`src/rtl/multicycle_sequencer_if.sv`:
```
// multicycle_sequencer_if: control and handshake bundle between the multi-cycle sequencer and the RV32I datapath
interface multicycle_sequencer_if #(parameter int CNT_W = 32);
   logic             start, halt_req, imem_ready, dmem_ready, alu_zero;
   logic [31:0]      instruction;
   logic             imem_req, ir_we, pc_we, pc_src, dmem_req, dmem_we, rf_we;
   logic [2:0]       state;
   logic             busy, illegal_op, mem_timeout;
   logic [CNT_W-1:0] retired;
   modport master (
      input  start, halt_req, instruction, imem_ready, dmem_ready, alu_zero,
      output imem_req, ir_we, pc_we, pc_src, dmem_req, dmem_we, rf_we,
             state, busy, illegal_op, mem_timeout, retired
   );
   modport slave (
      output start, halt_req, instruction, imem_ready, dmem_ready, alu_zero,
      input  imem_req, ir_we, pc_we, pc_src, dmem_req, dmem_we, rf_we,
             state, busy, illegal_op, mem_timeout, retired
   );
endinterface

```
`src/rtl/multicycle_sequencer.sv`:
```
// multicycle_sequencer: multi-cycle control FSM sequencing the shared RV32I datapath one instruction at a time
module multicycle_sequencer #(
   parameter int MEM_TIMEOUT = 16,
   parameter int CNT_W       = 32
) (
   input logic                     clk,
   input logic                     rst_n,
   multicycle_sequencer_if.master  bus
);
   localparam int WAIT_W = $clog2(MEM_TIMEOUT + 1);
   typedef enum logic [2:0] {IDLE, FETCH, DECODE, EXEC, MEM, WB, HALT} state_t;
   state_t           state_q, state_d;
   logic [WAIT_W-1:0] wait_q, wait_d;
   logic [CNT_W-1:0] retired_q, retired_d;
   logic             ill_q, ill_d, to_q, to_d, retire;
   logic [6:0]       opc;
   logic [2:0]       f3;
   logic             is_alu, is_ld, is_st, is_br, legal, taken, wait_last, unused_ir;
   assign opc       = bus.instruction[6:0];
   assign f3        = bus.instruction[14:12];
   assign unused_ir = ^{bus.instruction[31:15], bus.instruction[11:7]};
   assign is_alu    = opc == 7'b0110011 || opc == 7'b0010011;
   assign is_ld     = opc == 7'b0000011;
   assign is_st     = opc == 7'b0100011;
   assign is_br     = opc == 7'b1100011 && f3[2:1] == 2'b00;
   assign legal     = is_alu || is_ld || is_st || is_br;
   assign taken     = f3[0] ? !bus.alu_zero : bus.alu_zero;
   assign wait_last = wait_q == WAIT_W'(MEM_TIMEOUT - 1);
   assign bus.state       = state_q;
   assign bus.busy        = state_q != IDLE && state_q != HALT;
   assign bus.illegal_op  = ill_q;
   assign bus.mem_timeout = to_q;
   assign bus.retired     = retired_q;
   always_ff @(posedge clk)
      if (!rst_n) begin
         state_q   <= IDLE;
         wait_q    <= '0;
         retired_q <= '0;
         ill_q     <= 1'b0;
         to_q      <= 1'b0;
      end else begin
         state_q   <= state_d;
         wait_q    <= wait_d;
         retired_q <= retired_d;
         ill_q     <= ill_d;
         to_q      <= to_d;
      end
   // wait_d defaults to zero so any state change clears the memory wait count
   always_comb begin
      state_d      = state_q;
      wait_d       = '0;
      retired_d    = retired_q;
      ill_d        = ill_q;
      to_d         = to_q;
      retire       = 1'b0;
      bus.imem_req = 1'b0;
      bus.ir_we    = 1'b0;
      bus.pc_we    = 1'b0;
      bus.pc_src   = 1'b0;
      bus.dmem_req = 1'b0;
      bus.dmem_we  = 1'b0;
      bus.rf_we    = 1'b0;
      case (state_q)
         IDLE:   state_d = bus.start ? FETCH : IDLE;
         FETCH: begin
            bus.imem_req = 1'b1;
            bus.ir_we    = bus.imem_ready;
            if (bus.imem_ready) state_d = DECODE;
            else if (wait_last) begin
               to_d    = 1'b1;
               state_d = HALT;
            end else wait_d = wait_q + 1'b1;
         end
         DECODE: begin
            ill_d   = ill_q || !legal;
            state_d = legal ? EXEC : HALT;
         end
         EXEC: begin
            state_d    = (is_ld || is_st) ? MEM : WB;
            bus.pc_we  = is_br;
            bus.pc_src = is_br && taken;
            retire     = is_br;
         end
         MEM: begin
            bus.dmem_req = 1'b1;
            bus.dmem_we  = is_st;
            if (bus.dmem_ready) begin
               state_d   = WB;
               bus.pc_we = is_st;
               retire    = is_st;
            end else if (wait_last) begin
               to_d    = 1'b1;
               state_d = HALT;
            end else wait_d = wait_q + 1'b1;
         end
         WB: begin
            bus.rf_we = 1'b1;
            bus.pc_we = 1'b1;
            retire    = 1'b1;
         end
         HALT:    state_d = (bus.start && !ill_q && !to_q) ? FETCH : HALT;
         default: state_d = HALT;
      endcase
      if (retire) begin
         retired_d = retired_q + 1'b1;
         state_d   = bus.halt_req ? HALT : FETCH;
      end
   end
endmodule
```
`src/flat_wrapper.sv`:
```
// flat-port wrapper written by rule: the top's interface ports become plain ports
module multicycle_sequencer_flat 
#(
   parameter int MEM_TIMEOUT = 16,
   parameter int CNT_W       = 32
)
  (clk, rst_n, bus_start, bus_halt_req, bus_instruction, bus_imem_ready, bus_dmem_ready, bus_alu_zero, bus_imem_req, bus_ir_we, bus_pc_we, bus_pc_src, bus_dmem_req, bus_dmem_we, bus_rf_we, bus_state, bus_busy, bus_illegal_op, bus_mem_timeout, bus_retired);
  multicycle_sequencer_if #(.CNT_W(CNT_W)) bus_i ();
  input logic clk;
  input logic rst_n;
  input wire logic [$bits(bus_i.start)-1:0] bus_start;
  input wire logic [$bits(bus_i.halt_req)-1:0] bus_halt_req;
  input wire logic [$bits(bus_i.instruction)-1:0] bus_instruction;
  input wire logic [$bits(bus_i.imem_ready)-1:0] bus_imem_ready;
  input wire logic [$bits(bus_i.dmem_ready)-1:0] bus_dmem_ready;
  input wire logic [$bits(bus_i.alu_zero)-1:0] bus_alu_zero;
  output wire logic [$bits(bus_i.imem_req)-1:0] bus_imem_req;
  output wire logic [$bits(bus_i.ir_we)-1:0] bus_ir_we;
  output wire logic [$bits(bus_i.pc_we)-1:0] bus_pc_we;
  output wire logic [$bits(bus_i.pc_src)-1:0] bus_pc_src;
  output wire logic [$bits(bus_i.dmem_req)-1:0] bus_dmem_req;
  output wire logic [$bits(bus_i.dmem_we)-1:0] bus_dmem_we;
  output wire logic [$bits(bus_i.rf_we)-1:0] bus_rf_we;
  output wire logic [$bits(bus_i.state)-1:0] bus_state;
  output wire logic [$bits(bus_i.busy)-1:0] bus_busy;
  output wire logic [$bits(bus_i.illegal_op)-1:0] bus_illegal_op;
  output wire logic [$bits(bus_i.mem_timeout)-1:0] bus_mem_timeout;
  output wire logic [$bits(bus_i.retired)-1:0] bus_retired;
  assign bus_i.start = bus_start;
  assign bus_i.halt_req = bus_halt_req;
  assign bus_i.instruction = bus_instruction;
  assign bus_i.imem_ready = bus_imem_ready;
  assign bus_i.dmem_ready = bus_dmem_ready;
  assign bus_i.alu_zero = bus_alu_zero;
  assign bus_imem_req = bus_i.imem_req;
  assign bus_ir_we = bus_i.ir_we;
  assign bus_pc_we = bus_i.pc_we;
  assign bus_pc_src = bus_i.pc_src;
  assign bus_dmem_req = bus_i.dmem_req;
  assign bus_dmem_we = bus_i.dmem_we;
  assign bus_rf_we = bus_i.rf_we;
  assign bus_state = bus_i.state;
  assign bus_busy = bus_i.busy;
  assign bus_illegal_op = bus_i.illegal_op;
  assign bus_mem_timeout = bus_i.mem_timeout;
  assign bus_retired = bus_i.retired;
  multicycle_sequencer #(.MEM_TIMEOUT(MEM_TIMEOUT), .CNT_W(CNT_W)) u_core (.clk(clk), .rst_n(rst_n), .bus(bus_i));
endmodule
```
`config.mk`:
```
export PLATFORM = sky130hd
export DESIGN_NAME = multicycle_sequencer_flat
export DESIGN_NICKNAME = d
export VERILOG_FILES = /design/src/rtl/multicycle_sequencer_if.sv /design/src/rtl/multicycle_sequencer.sv /design/src/flat_wrapper.sv
export SDC_FILE = /design/constraint.sdc
export NUM_CORES = 1
export LEC_CHECK = 0
export CAP_MARGIN = 20
export CORE_ASPECT_RATIO = 1.25
export CORE_MARGIN = 1
export CORE_UTILIZATION = 25
export DETAILED_ROUTE_END_ITERATION = 8
export SYNTH_ARGS = -nofsm -noshare
export SYNTH_HDL_FRONTEND = slang
export SYNTH_SLANG_ARGS = --single-unit
```
`constraint.sdc`:
```
create_clock -name clk -period 5.8 [get_ports clk]
set_input_delay 0.58 -clock clk [delete_from_list [all_inputs] [get_ports clk]]
set_output_delay 0.58 -clock clk [all_outputs]
set_load 0.05 [all_outputs]
```
==> impl_metrics.csv, run 1 <==
group,metric,value,unit
yosys,synthCells,281,
grt,antenna_found_initial,0,
timing,setup_violations,0,
timing,tns,0,ns
pwr,power.internal,0.482,mW
yosys,synth_fp_nets,322,
clock_tree,cts_hold_buf,0,
timing,slew_violations,0,
yosys,yosysUniqueCellTypes,41,
yosys,netlist_area,2230,um^2
detailed_routing,drt_iter0_drc,128,
yosys,synth_edf_count,0,
yosys,synth_top_area_share,0.376,
floorplan,initial_core_util,0.258,
yosys,yosysTopAreaCell,"dfxtp_1",
clock_tree,cts_setup_buffers,0,
floorplan,pin_count,84,
timing,skew,0.00449,ns
placement,gp_congestion,0.789,
min_path,hold_path_class,"reg2reg",
pwr,leakagePower,0.884,nW
timing,fmax,248,MHz
floorplan,coreArea,8650,um^2
yosys,synth-seq-area-share,0.376,
setup_path,critical_path.max_fanout,61,
yosys,avgSynthCellArea,7.95,um^2
clock_tree,cts.sinks,42,
min_path,hold_depth,1,
detailed_routing,firstDrtPassIters,5,
clock_tree,cts-buffers-inserted,5,
setup_path,cp.required,5.22,ns
detailed_routing,drc,0,
pwr,combPwrFrac,0.354,
yosys,synth_area_leaders,"dfxtp_1, a21oi_1, o31ai_1",
clock_tree,cts_tree,"done",
pwr,swShare,0.401,
final_layout,nFillCells,939,
detailed_routing,wl,6320,um
detailed_routing,ant_nets,0,
floorplan,dieArea,9320,um^2
floorplan,num_rows,38,
floorplan,die_w,86.5,um
clock_tree,clkTransAtPathRegs,0.08,ns
placement,hpwl,4390,um
final_layout,nets,371,
setup_path,worstRegToRegCells,5,
grt,grt_usage,0.140,
clock_tree,htreeDepth,2,
detailed_routing,vias_per_cell,5.15,
grt,grt_overflow_total,0,
setup_path,worstPathArrival,3.46,ns
grt,grt_max_degree,62,
timing,rsz0062_at_grt,"false",
pwr,p_seq_frac,0.414,
clock_tree,clk_latency,0.30,ns
floorplan,die_h,108,um
timing,worst_slew_pin_slew,1.06,ns
yosys,synth_seq_cells,42,
yosys,yosys_most_used_dff,"dfxtp_1",
final_layout,num_antenna_cells,0,
final_layout,area_growth,33.7,%
setup_path,cp-start-kind,"primary input",
job,maxCapViolCount,0,
pwr,p_switching,0.323,mW
pwr,clkPwrFrac,0.232,
clock_tree,clockRootBuffer,"clkbuf_8",
pwr,peakVddDrop,0.119,mV
yosys,ys_warn_count,0,
timing,min_period_over_period,0.696,
grt,grt_pass1_vias,2089,
grt,grt_pass1_wl,10300,um
status,status,"completed",
setup_path,rrSetupSlack,3.17,ns
clock_tree,cts_buffer_depth,2,
yosys,synth-async-reset-ratio,0,
detailed_routing,wl_per_cell,14.0,um
setup_path,worst-setup-path-type,"in2out",
placement,portBuffers,61,
timing,relSlewSlack,0.295,
setup_path,end_kind,"output port",
final_layout,drive_gt1_frac,0.0364,
pwr,p_per_area,269,nW/um^2
timing,hold_violations,0,
timing,hold_ws,0.455,ns
detailed_routing,via_count,2317,
timing,fin_crit,4.04,ns
clock_tree,post_cts.resized_instances,0,
==> cell usage after synthesis, types with 2 or more instances <==
| cell type | instances |
|---|---|
| and3_1 | 6 |
| or3b_2 | 2 |
| xor2_1 | 2 |
| o21ai_0 | 16 |
| o21a_1 | 4 |
| nand2_1 | 18 |
| a31oi_1 | 2 |
| clkbuf_1 | 17 |
| or3_1 | 13 |
| nand4_1 | 18 |
| buf_6 | 2 |
| xnor2_1 | 2 |
| nor3_1 | 2 |
| dfxtp_1 | 42 |
| o31a_1 | 3 |
| o31ai_1 | 16 |
| or4_1 | 14 |
| and4_1 | 2 |
| nand2b_1 | 2 |
| a21oi_1 | 36 |
| nor4_1 | 4 |
| nand3_1 | 14 |
| and2_1 | 3 |
| nor2_1 | 16 |
| inv_1 | 8 |
| ha_1 | 2 |
==> state kept, by name (all words and copies together), names as in the netlist <==
signal	flops
u_core.bus.illegal_op	1
u_core.bus.mem_timeout	1
u_core.bus.retired	32
u_core.bus.state	3
u_core.wait_q	5
==> cells in the final DEF (no fill, tap or decap), types with 2 or more instances in the layout <==
master           synthesis  final
nor3_1                   2      2
inv_1                    8      8
and2_1                   3      3
o31ai_1                 16     16
nand4_1                 18     18
and3_1                   6      6
clkbuf_8                 0      5
xor2_1                   2      2
and4_1                   2      2
clkdlybuf4s50_1          0     61
o31a_1                   3      3
nand3_1                 14     14
ha_1                     2      2
nand2_1                 18     18
nor4_1                   4      4
o21a_1                   4      4
or3_1                   13     13
dfxtp_1                 42     42
xnor2_1                  2      2
a21oi_1                 36     36
or3b_2                   2      2
o21ai_0                 16     16
or4_1                   14     14
nor2_1                  16     16
nand2b_1                 2      2
clkinv_2                 0      2
a31oi_1                  2      2
==> cells by family after synthesis <==
logic type | count (synthesis) | share of synthesized area
buffers and inverters | 28 | 0.0538
XOR/XNOR | 4 | 0.0157
flip-flops | 42 | 0.376
adder cells (fa/ha/maj) | 2 | 0.0112
AND/OR/NAND/NOR | 123 | 0.320
AO/OA/AOI/OAI | 82 | 0.223
==> worst max-delay path, cell delays in order <==
cell and delay, ns:
clkdlybuf4s50_1 0.43, or4b_1 0.56, or4_4 0.45, o21a_4 0.30, clkinv_1 0.27, clkdlybuf4s50_1 0.86
==> power by group through the flow <==
stage          logic, mW  clock network, mW  registers [mW]
6_report           0.285              0.187           0.333
5_1_grt            0.308              0.205           0.339
4_1_cts            0.286              0.192           0.333
3_5_place_dp       0.286                  0           0.340
3_3_place_gp       0.284                  0           0.339
2_1_floorplan      0.175                  0           0.364
==> cell type report <==
class                           count  area, um^2  share of cell area
Inverter                            9        33.8              0.0113
Multi-Input combinational cell    211        1270               0.426
Tap cell                          120         150              0.0503
Timing Repair Buffer               61         611               0.204
Clock inverter                      2        10.0             0.00335
Clock buffer                        5        68.8              0.0230
Sequential cell                    42         841               0.282
==> worst paths after layout <==
path | endpoint | startpoint
worst min-delay path | u_core.wait_q[0] | u_core.wait_q[0]
worst max register to register | u_core.bus.retired[20] | u_core.bus.retired[8]
worst min register to register | u_core.wait_q[0] | u_core.wait_q[0]
worst max-delay path | bus_pc_we | bus_instruction[4]
==> metal layers <==
metal | track usage | vias up | wire [um]
met3 | 0.0299 | 5 | 482
li1 | - | 1172 | -
met5 | 0 | - | 0
met4 | 0.0393 | 0 | 75
met1 | 0.181 | 1060 | 2840
met2 | 0.233 | 80 | 2920
==> metrics by stage <==
step | instances | total power, mW | util | setup slack, ns | cell area [um^2]
after floorplan | 281 | 0.540 | - | 3.00 | 2230
after global placement | 443 | 0.624 | 0.336 | 1.77 | 2910
after detailed placement | 443 | 0.626 | 0.336 | 1.78 | 2910
after CTS | 450 | 0.812 | 0.345 | 1.76 | 2990
after global routing | 450 | 0.852 | 0.345 | 1.62 | 2990
final | 450 | 0.805 | 0.345 | 1.76 | 2990
Note: power is estimated with default switching activity, not from simulation.
==> run 2, diff against run 1 <==
Clock period 5.8 ns to 4.1 ns, I/O delays scaled along.
==> run 2 against run 1 <==
  * Global-route usage down 0.13 points
  * Flip-flop and latch count unchanged
  * Via count up 3.0%
  * First-iteration DRC count up 3.1%
  * Clock power up 83%
  * Worst hold slack better by 0.0019 ns
  * Sequential share of layout area down 0.71 points
  * Combinational power up 44%
  * Register-to-register slack worse by 1.7 ns
  * Non-clock buffer count up 3
  * Sequential power up 42%
  * Die area unchanged
==> impl_metrics.csv, run 2 (synthesized netlist as in run 1, its figures left out) <==
group,metric,value,unit
detailed_routing,firstDrtPassIters,4,
timing,rsz0062_at_grt,"false",
clock_tree,cts_buffer_depth,2,
final_layout,largest_register_ffs,32,
clock_tree,clockRootBuffer,"clkbuf_8",
grt,grt_pass1_vias,2180,
setup_path,worst-setup-path-type,"in2out",
grt,grt_max_degree,61,
clock_tree,cts_tree,"done",
clock_tree,clkTransAtPathRegs,0.09,ns
min_path,hold_path_class,"reg2reg",
timing,fin_crit,3.29,ns
timing,relSlewSlack,0.432,
setup_path,worstPathArrival,2.88,ns
final_layout,area_growth,37.2,%
job,maxCapViolCount,0,
timing,tns,0,ns
timing,fmax,304,MHz
final_layout,num_antenna_cells,0,
final_layout,drive_gt1_frac,0.0479,
floorplan,dieArea,9320,um^2
clock_tree,clk_latency,0.30,ns
final_layout,final_cell_mix,"clkdlybuf4s50_1, dfxtp_1, a21oi_1",
final_layout,seq_area,841,um^2
timing,hold_violations,0,
floorplan,die_h,108,um
setup_path,slowest_stage,"clkdlybuf4s50_1",
timing,min_period_over_period,0.802,
setup_path,rrSetupSlack,1.46,ns
timing,setup_violations,0,
grt,grt_usage,0.139,
clock_tree,cts_hold_buf,0,
timing,slew_violations,0,
floorplan,coreArea,8650,um^2
final_layout,final_util,0.354,
final_layout,nFillCells,960,
detailed_routing,ant_nets,0,
timing,skew,0.00533,ns
clock_tree,cts_setup_buffers,0,
floorplan,pin_count,84,
detailed_routing,drc,0,
final_layout,nets,374,
clock_tree,cts.sinks,42,
timing,hold_ws,0.457,ns
timing,worst_slack,0.812,ns
setup_path,path_common_cell,"clkdlybuf4s50_1",
setup_path,max_stage_delay,0.80,ns
clock_tree,htreeDepth,2,
placement,gp_congestion,0.796,
detailed_routing,drt_iter0_drc,132,
detailed_routing,vias_per_cell,5.26,
min_path,hold_depth,1,
timing,worst_slew_pin_slew,0.848,ns
clock_tree,post_cts.resized_instances,0,
setup_path,cp-start-kind,"primary input",
final_layout,multiInputGateArea,1270,um^2
setup_path,worstRegToRegCells,5,
detailed_routing,wl,6440,um
setup_path,critical_path.max_fanout,3,
floorplan,num_rows,38,
detailed_routing,wl_per_cell,14.2,um
setup_path,path_cells,"clkdlybuf4s50_1, or4b_1, or4_4, o21a_4, clkinv_1, clkdlybuf4s50_1",
placement,dp_slack,0.826,ns
final_layout,final_common_cell,"clkdlybuf4s50_1",
detailed_routing,via_count,2386,
placement,portBuffers,61,
grt,grt_pass1_wl,10300,um
grt,antenna_found_initial,0,
pwr,peakVddDrop,0.157,mV
floorplan,die_w,86.5,um
status,status,"completed",
pwr,leakagePower,0.912,nW
floorplan,initial_core_util,0.258,
setup_path,end_kind,"output port",
grt,grt_overflow_total,0,
pwr,p_per_area,400,nW/um^2
clock_tree,cts-buffers-inserted,5,
placement,hpwl,4550,um
setup_path,cp.required,3.69,ns
## run 2: path summary, 6_finish.rpt
path | start | to
setup / recovery | bus_instruction[4] | bus_pc_we
hold / removal | u_core.wait_q[0] | u_core.wait_q[0]
setup reg to reg | u_core.bus.retired[8] | u_core.bus.retired[20]
hold reg to reg | u_core.wait_q[0] | u_core.wait_q[0]
## run 2: cell type report
| type | instances | share of cell area |
|---|---|---|
| multi-input combinational | 211 | 0.415 |
| sequential | 42 | 0.274 |
| timing repair buffer | 64 | 0.213 |
| tap | 120 | 0.0490 |
| clock buffer | 5 | 0.0225 |
| clock inverter | 3 | 0.0147 |
| inverter | 9 | 0.0110 |
## run 2: power breakdown
group	internal, mW	switching (mW)	total, mW
combinational	0.145	0.266	0.411
sequential	0.429	0.0436	0.472
clock	0.181	0.161	0.342
## run 2: metal layers
layer  part of all wire  up-vias  global-route usage
li1                   -     1180                   -
met1               0.44     1124               0.170
met2               0.48       76               0.237
met3              0.073        6              0.0276
met4              0.012        0              0.0536
met5                  0        -                   0
## run 2: critical path, delay by kind of cell
family / cells / cell delay (ns)
AO/OA/AOI/OAI: 1 / 0.14
buffers and inverters: 3 / 1.32
AND/OR/NAND/NOR: 2 / 1.01
## run 2: per-stage QoR
stage                     std cells  cell area (um^2)  total power [mW]
after floorplan                 281              2230             0.764
after global placement          445              2920             0.887
after detailed placement        445              2920             0.890
after CTS                       453              3040              1.23
after global routing            454              3060              1.28
final                           454              3060              1.23
